===== src/rtl/mem_wb_stage.sv =====
// MEM/WB pipeline register: formats load data, registers the writeback and forwarding tap, and counts retired instructions.
// Latency 1 cycle, all outputs straight from flops; stall holds the entry, flush loads a bubble and takes priority over stall.
module mem_wb_stage #(
    parameter int XLEN = 32,
    parameter int RIDX = 5
) (
    input  logic            clk,
    input  logic            reset,
    input  logic            stall,
    input  logic            flush,
    input  logic            in_valid,
    input  logic            in_regwrite,
    input  logic            in_memtoreg,
    input  logic [2:0]      in_funct3,
    input  logic [RIDX-1:0] in_rd_idx,
    input  logic [XLEN-1:0] in_alu_result,
    input  logic [XLEN-1:0] in_mem_rdata,
    output logic            wb_valid,
    output logic            wb_regwrite,
    output logic [RIDX-1:0] wb_rd_idx,
    output logic [XLEN-1:0] wb_wdata,
    output logic            fwd_en,
    output logic [RIDX-1:0] fwd_rd_idx,
    output logic [XLEN-1:0] fwd_data,
    output logic [31:0]     instret
);

    typedef struct packed {
        logic            valid;
        logic            regwrite;
        logic [RIDX-1:0] rd_idx;
        logic [XLEN-1:0] wdata;
    } wb_entry_t;

    localparam logic [2:0] F3_LB  = 3'b000;
    localparam logic [2:0] F3_LH  = 3'b001;
    localparam logic [2:0] F3_LBU = 3'b100;
    localparam logic [2:0] F3_LHU = 3'b101;

    wb_entry_t       entry_q;
    wb_entry_t       entry_d;
    logic [XLEN-1:0] shifted;
    logic [7:0]      byte_sel;
    logic [15:0]     half_sel;
    logic [XLEN-1:0] load_data;
    logic            advance;

    // Byte lane chosen by the low address bits; halfword by bit 1 only (bit 0 ignored, no misalignment trap).
    always_comb begin
        shifted  = in_mem_rdata >> {in_alu_result[1:0], 3'b000};
        byte_sel = shifted[7:0];
        half_sel = in_alu_result[1] ? in_mem_rdata[31:16] : in_mem_rdata[15:0];
    end

    always_comb begin
        load_data = in_mem_rdata;
        case (in_funct3)
            F3_LB:   load_data = {{(XLEN-8){byte_sel[7]}}, byte_sel};
            F3_LBU:  load_data = {{(XLEN-8){1'b0}}, byte_sel};
            F3_LH:   load_data = {{(XLEN-16){half_sel[15]}}, half_sel};
            F3_LHU:  load_data = {{(XLEN-16){1'b0}}, half_sel};
            default: load_data = in_mem_rdata;
        endcase
    end

    always_comb begin
        entry_d          = '0;
        entry_d.valid    = in_valid;
        entry_d.regwrite = in_valid & in_regwrite & (in_rd_idx != '0);
        entry_d.rd_idx   = in_rd_idx;
        entry_d.wdata    = in_memtoreg ? load_data : in_alu_result;
    end

    // The current entry leaves whenever the register moves, so a held entry is counted once.
    assign advance = ~stall | flush;

    always_ff @(posedge clk) begin
        if (reset) begin
            entry_q <= '0;
            instret <= '0;
        end else begin
            if (advance && entry_q.valid) begin
                instret <= instret + 32'd1;
            end
            if (flush) begin
                entry_q <= '0;
            end else if (!stall) begin
                entry_q <= entry_d;
            end
        end
    end

    assign wb_valid    = entry_q.valid;
    assign wb_regwrite = entry_q.regwrite;
    assign wb_rd_idx   = entry_q.rd_idx;
    assign wb_wdata    = entry_q.wdata;
    assign fwd_en      = entry_q.regwrite;
    assign fwd_rd_idx  = entry_q.rd_idx;
    assign fwd_data    = entry_q.wdata;

endmodule


===== config.mk =====
export PLATFORM = sky130hd
export DESIGN_NAME = mem_wb_stage
export DESIGN_NICKNAME = d
export VERILOG_FILES = /design/src/rtl/mem_wb_stage.sv
export SDC_FILE = /design/constraint.sdc
export NUM_CORES = 1
export LEC_CHECK = 0
export CAP_MARGIN = 0
export CORE_UTILIZATION = 30
export CTS_CLUSTER_DIAMETER = 60
export DETAILED_ROUTE_END_ITERATION = 10
export SLEW_MARGIN = 10
export SYNTH_ARGS = -nofsm -noshare
export SYNTH_HDL_FRONTEND = slang
export SYNTH_SLANG_ARGS = --single-unit

===== constraint.sdc =====
create_clock -name clk -period 2.3 [get_ports clk]
set_input_delay 0.23 -clock clk [delete_from_list [all_inputs] [get_ports clk]]
set_output_delay 0.23 -clock clk [all_outputs]
set_load 0.02 [all_outputs]

# == Yosys cells after proc, flatten, opt, wreduce, memory -nomap -nowiden ==
# Index checks and enable logic that the tools add are counted.
# word_totals
register_bits,71
output_inout_bits,109
in_bits,79
word_cells,21
# classes
n_bitwise,4
addsub,1
reduce_logical,4
shifts,1
n_mux,3
eq_ne,3
# ops
operator,n
case mux 32 bit (4 select lines),1
adder 32 x 1 -> 32 bit (second input constant),1
two-way mux 32 bit,1
>> shifter 32 x 5 -> 8 bit,1
two-way mux 16 bit,1
== test 3 bit (second input constant),2
nonzero test 5 bit,1
== test 3 x 1 -> 1 bit (second input constant),1
zero test 3 bit,1
AND 1 bit,2
OR reduction 2 bit,1
logical AND 1 bit,1
NOT 1 bit,1
bitwise OR 1 bit,1

# == Logic depth before layout (Yosys ltp) ==
# depth
ltp_word,3
mapped_depth,7
depth_no_buf,6

# == Least setup slack after synthesis ==
# OpenSTA, ideal clock, no wires.
# synth_path
path_type,reg2reg
startpoint,reg instret[0]
endpoint,reg instret[20]
t_arrival_ns,1.881
required_ns,2.172
stages_incl_launch_ff,7
path_slack_ns,0.291
setup_time_ns,0.128
path_cell_list,dfxtp_1 > ha_1 > nand3_1 > or4b_4 > nor4_1 > xnor2_1 > nor2_1
# synth_via
elab_chain_cells,1
# synth_lines
item,line_no,source
start: declaration,25,output logic [31:0] instret
start signal: assignment,83,instret <= instret + 32'd1;
adder 32 x 1 -> 32 bit,83,
# Every way passes these cells.
# A chain may end at the register's enable or synchronous reset.

# == Worst setup path in the final report ==
# layout_path
startpoint,reg instret[0]
endpoint,reg instret[16]
# The elaborated chain is that of the path after synthesis.

==> impl_metrics.env <==
export IMPL_track_usage_pct=19.7
export IMPL_hold_buffers=0
export IMPL_dr_pass1_iters=9
export IMPL_die_area_um2=13400
export IMPL_critical_path_endpoint_type="register"
export IMPL_final_util_pct=48.0
export IMPL_setup_violations=0
export IMPL_fin_crit_ns=2.06
export IMPL_grt_max_degree=40
export IMPL_crit_type="register to register"
export IMPL_die_w_um=116
export IMPL_synth_ff_type="dfxtp_1"
export IMPL_grt_first_pass_wirelength_mm=20.4
export IMPL_cp_start_kind="register"
export IMPL_wl_per_cell_um=16.5
export IMPL_drc_errors=0
export IMPL_cts_root_buffer="clkbuf_16"
export IMPL_drv_cap=0
export IMPL_critical_path_arrival_ns=2.27
export IMPL_wl_mm=13.1
export IMPL_clk_pin_slew_ns=0.06
export IMPL_fmax_mhz=486
export IMPL_worstPathRequired_ns=2.51
export IMPL_syn_nets=541
export IMPL_ys_ff_latch=71
export IMPL_ir_worst_vdd_mv=0.353
export IMPL_layout_drive_gt1_share_pct=8.39
export IMPL_viasPerCell=5.03
export IMPL_p_total_mw=3.39
export IMPL_start_util_pct=30.7
export IMPL_path_max_fanout=4
export IMPL_hpwl_mm=9.95
export IMPL_setup_tns_ns=0
export IMPL_grt_ovfl_total=0
export IMPL_hold_viol=0
export IMPL_drt_iter0_drc=270
export IMPL_cts_buffers=9
export IMPL_cellPowerDensity_nw_per_um2=560
export IMPL_die_y_um=116
export IMPL_netlist_instances=461
export IMPL_fillCellCount=1234
export IMPL_outcome="finished clean"
export IMPL_antenna_found_initial=0
export IMPL_yosysWarnings=0
export IMPL_yosysTopAreaCellShare_pct=36.7
export IMPL_clkLatencyLatePin_ns=0.33
export IMPL_clock_sinks=71
export IMPL_cts_repair_resized=0
export IMPL_ant_nets=0
export IMPL_whs_ns=0.486
export IMPL_design_core_area_um2=12600
export IMPL_htree_levels=3
export IMPL_yosys_top_cells_count="dfxtp_1 (71), nor2_1 (47), nand2_1 (40)"
export IMPL_slew_violations=0
export IMPL_skew_ns=0.00522
export IMPL_avgSynthCellArea_um2=8.39
export IMPL_synth_cell_area_um2=3870
export IMPL_yosysMostFrequentCell="dfxtp_1"
export IMPL_port_buffers=187
export IMPL_worst_pin_slew_ns=0.521
export IMPL_yosys_top_cells_area="dfxtp_1 (37%), buf_4 (7.4%), a211oi_1 (5.6%)"
export IMPL_grt_pass1_vias=3841
export IMPL_p_leak_nw=2.17
export IMPL_diodes=0
export IMPL_timing_slew_headroom_pct=65.3
export IMPL_ios=188
export IMPL_cts_setup_buffers=0
export IMPL_layout_nets=695
export IMPL_rows=41
export IMPL_vias=3983
export IMPL_clockBufferDepth=2
export IMPL_ys_seq_area_share_pct=36.7
export IMPL_period_share_pct=89.5
export IMPL_area_delta_synth_final_pct=56.4
export IMPL_async_reset_ff_share_pct=0
export IMPL_routabilityCongestion=0.850
export IMPL_rsz0062_at_grt="no"
export IMPL_yosysUniqueCellTypes=55
export IMPL_hold_class="register to register"
export IMPL_synth_edff_count=0
export IMPL_cts_tree="built"
export IMPL_yosysTopAreaCell="dfxtp_1"
cell usage in the layout, fill, tap and decap left out, types with 2 or more instances in the layout:
master / n
o22ai_1: 23
clkdlybuf4s50_1: 187
a31oi_1: 4
nand3_1: 13
and3_1: 3
xor2_1: 18
xnor2_1: 12
a21o_1: 4
clkinv_2: 2
a211oi_1: 29
clkbuf_16: 9
clkinv_1: 2
o2111ai_1: 3
a21oi_1: 16
inv_1: 15
or4b_4: 2
a222oi_1: 6
a221oi_1: 7
and2_1: 4
mux2i_1: 7
nand4_1: 9
or2_2: 2
nand2_1: 40
bufinv_16: 2
nor2b_1: 8
o221ai_1: 4
dfxtp_1: 71
nor3_1: 8
o21ai_0: 5
or3_1: 3
nor4_1: 6
buf_4: 21
nor2_1: 47
nand2b_1: 3
cell type report:
cell class                 count  area [um2]  share of cell area [%]
timing repair buffer         209        2050                    33.9
sequential                    71        1420                    23.5
tap                          172         215                    3.56
clock buffer                   9         225                    3.72
inverter                      17        63.8                    1.05
multi-input combinational    307        1980                    32.8
clock inverter                 7        95.1                    1.57
stage by stage:
step / setup slack [ns] / instance area, um2 / instances
finish: 0.241 / 6050 / 792
global route: 0.107 / 6050 / 792
CTS: 0.210 / 6050 / 792
detailed placement: 0.108 / 5730 / 776
global placement: 0.146 / 5730 / 776
floorplan: 0.291 / 3870 / 461
power by group:
part	switching [mW]	internal, mW	total, mW
logic	0.295	0.314	0.609
clock network	0.546	0.951	1.50
registers	0.0271	1.26	1.29
total	0.868	2.53	3.39
layer usage:
metal	vias up	track usage (%)	share of wire, %
li1	1947	-	-
met1	1849	26.7	46
met2	165	31.2	46
met3	22	3.61	5.6
met4	0	7.36	2.4
met5	-	0	0
sequential cells by signal (all words and copies together) (netlist names):
register	flops
fwd_rd_idx	5
fwd_data	32
fwd_en	1
instret	32
wb_valid	1
critical path, cell delays in order, from the launching register on:
cell and delay, ns:
dfxtp_1 0.38, ha_1 0.19, nand3_1 0.19, or4b_4 0.60, nor4_1 0.36, xnor2_1 0.16
nor2_1 0.06
final timing paths:
check | start | to | slack, ns | depth (start not counted)
worst max-delay path | instret[0] | instret[16] | 0.24 | 6
worst min-delay path | fwd_data[0] | fwd_data[0] | 0.49 | 2
worst max register to register | instret[0] | instret[16] | 0.24 | 6
worst min register to register | fwd_data[0] | fwd_data[0] | 0.49 | 2
kinds of logic (layout without fill, tap and decap cells):
family,Yosys count,in the layout,share of synthesized area (%)
compound gates,107,107,19.4
xor+xnor,30,30,6.79
fa+ha+maj,1,1,0.323
buf+inv,83,242,12.0
flops,71,71,36.7
mux,10,10,2.97
simple gates,159,159,21.7
No activity file was read; power rests on OpenSTA's default activity.
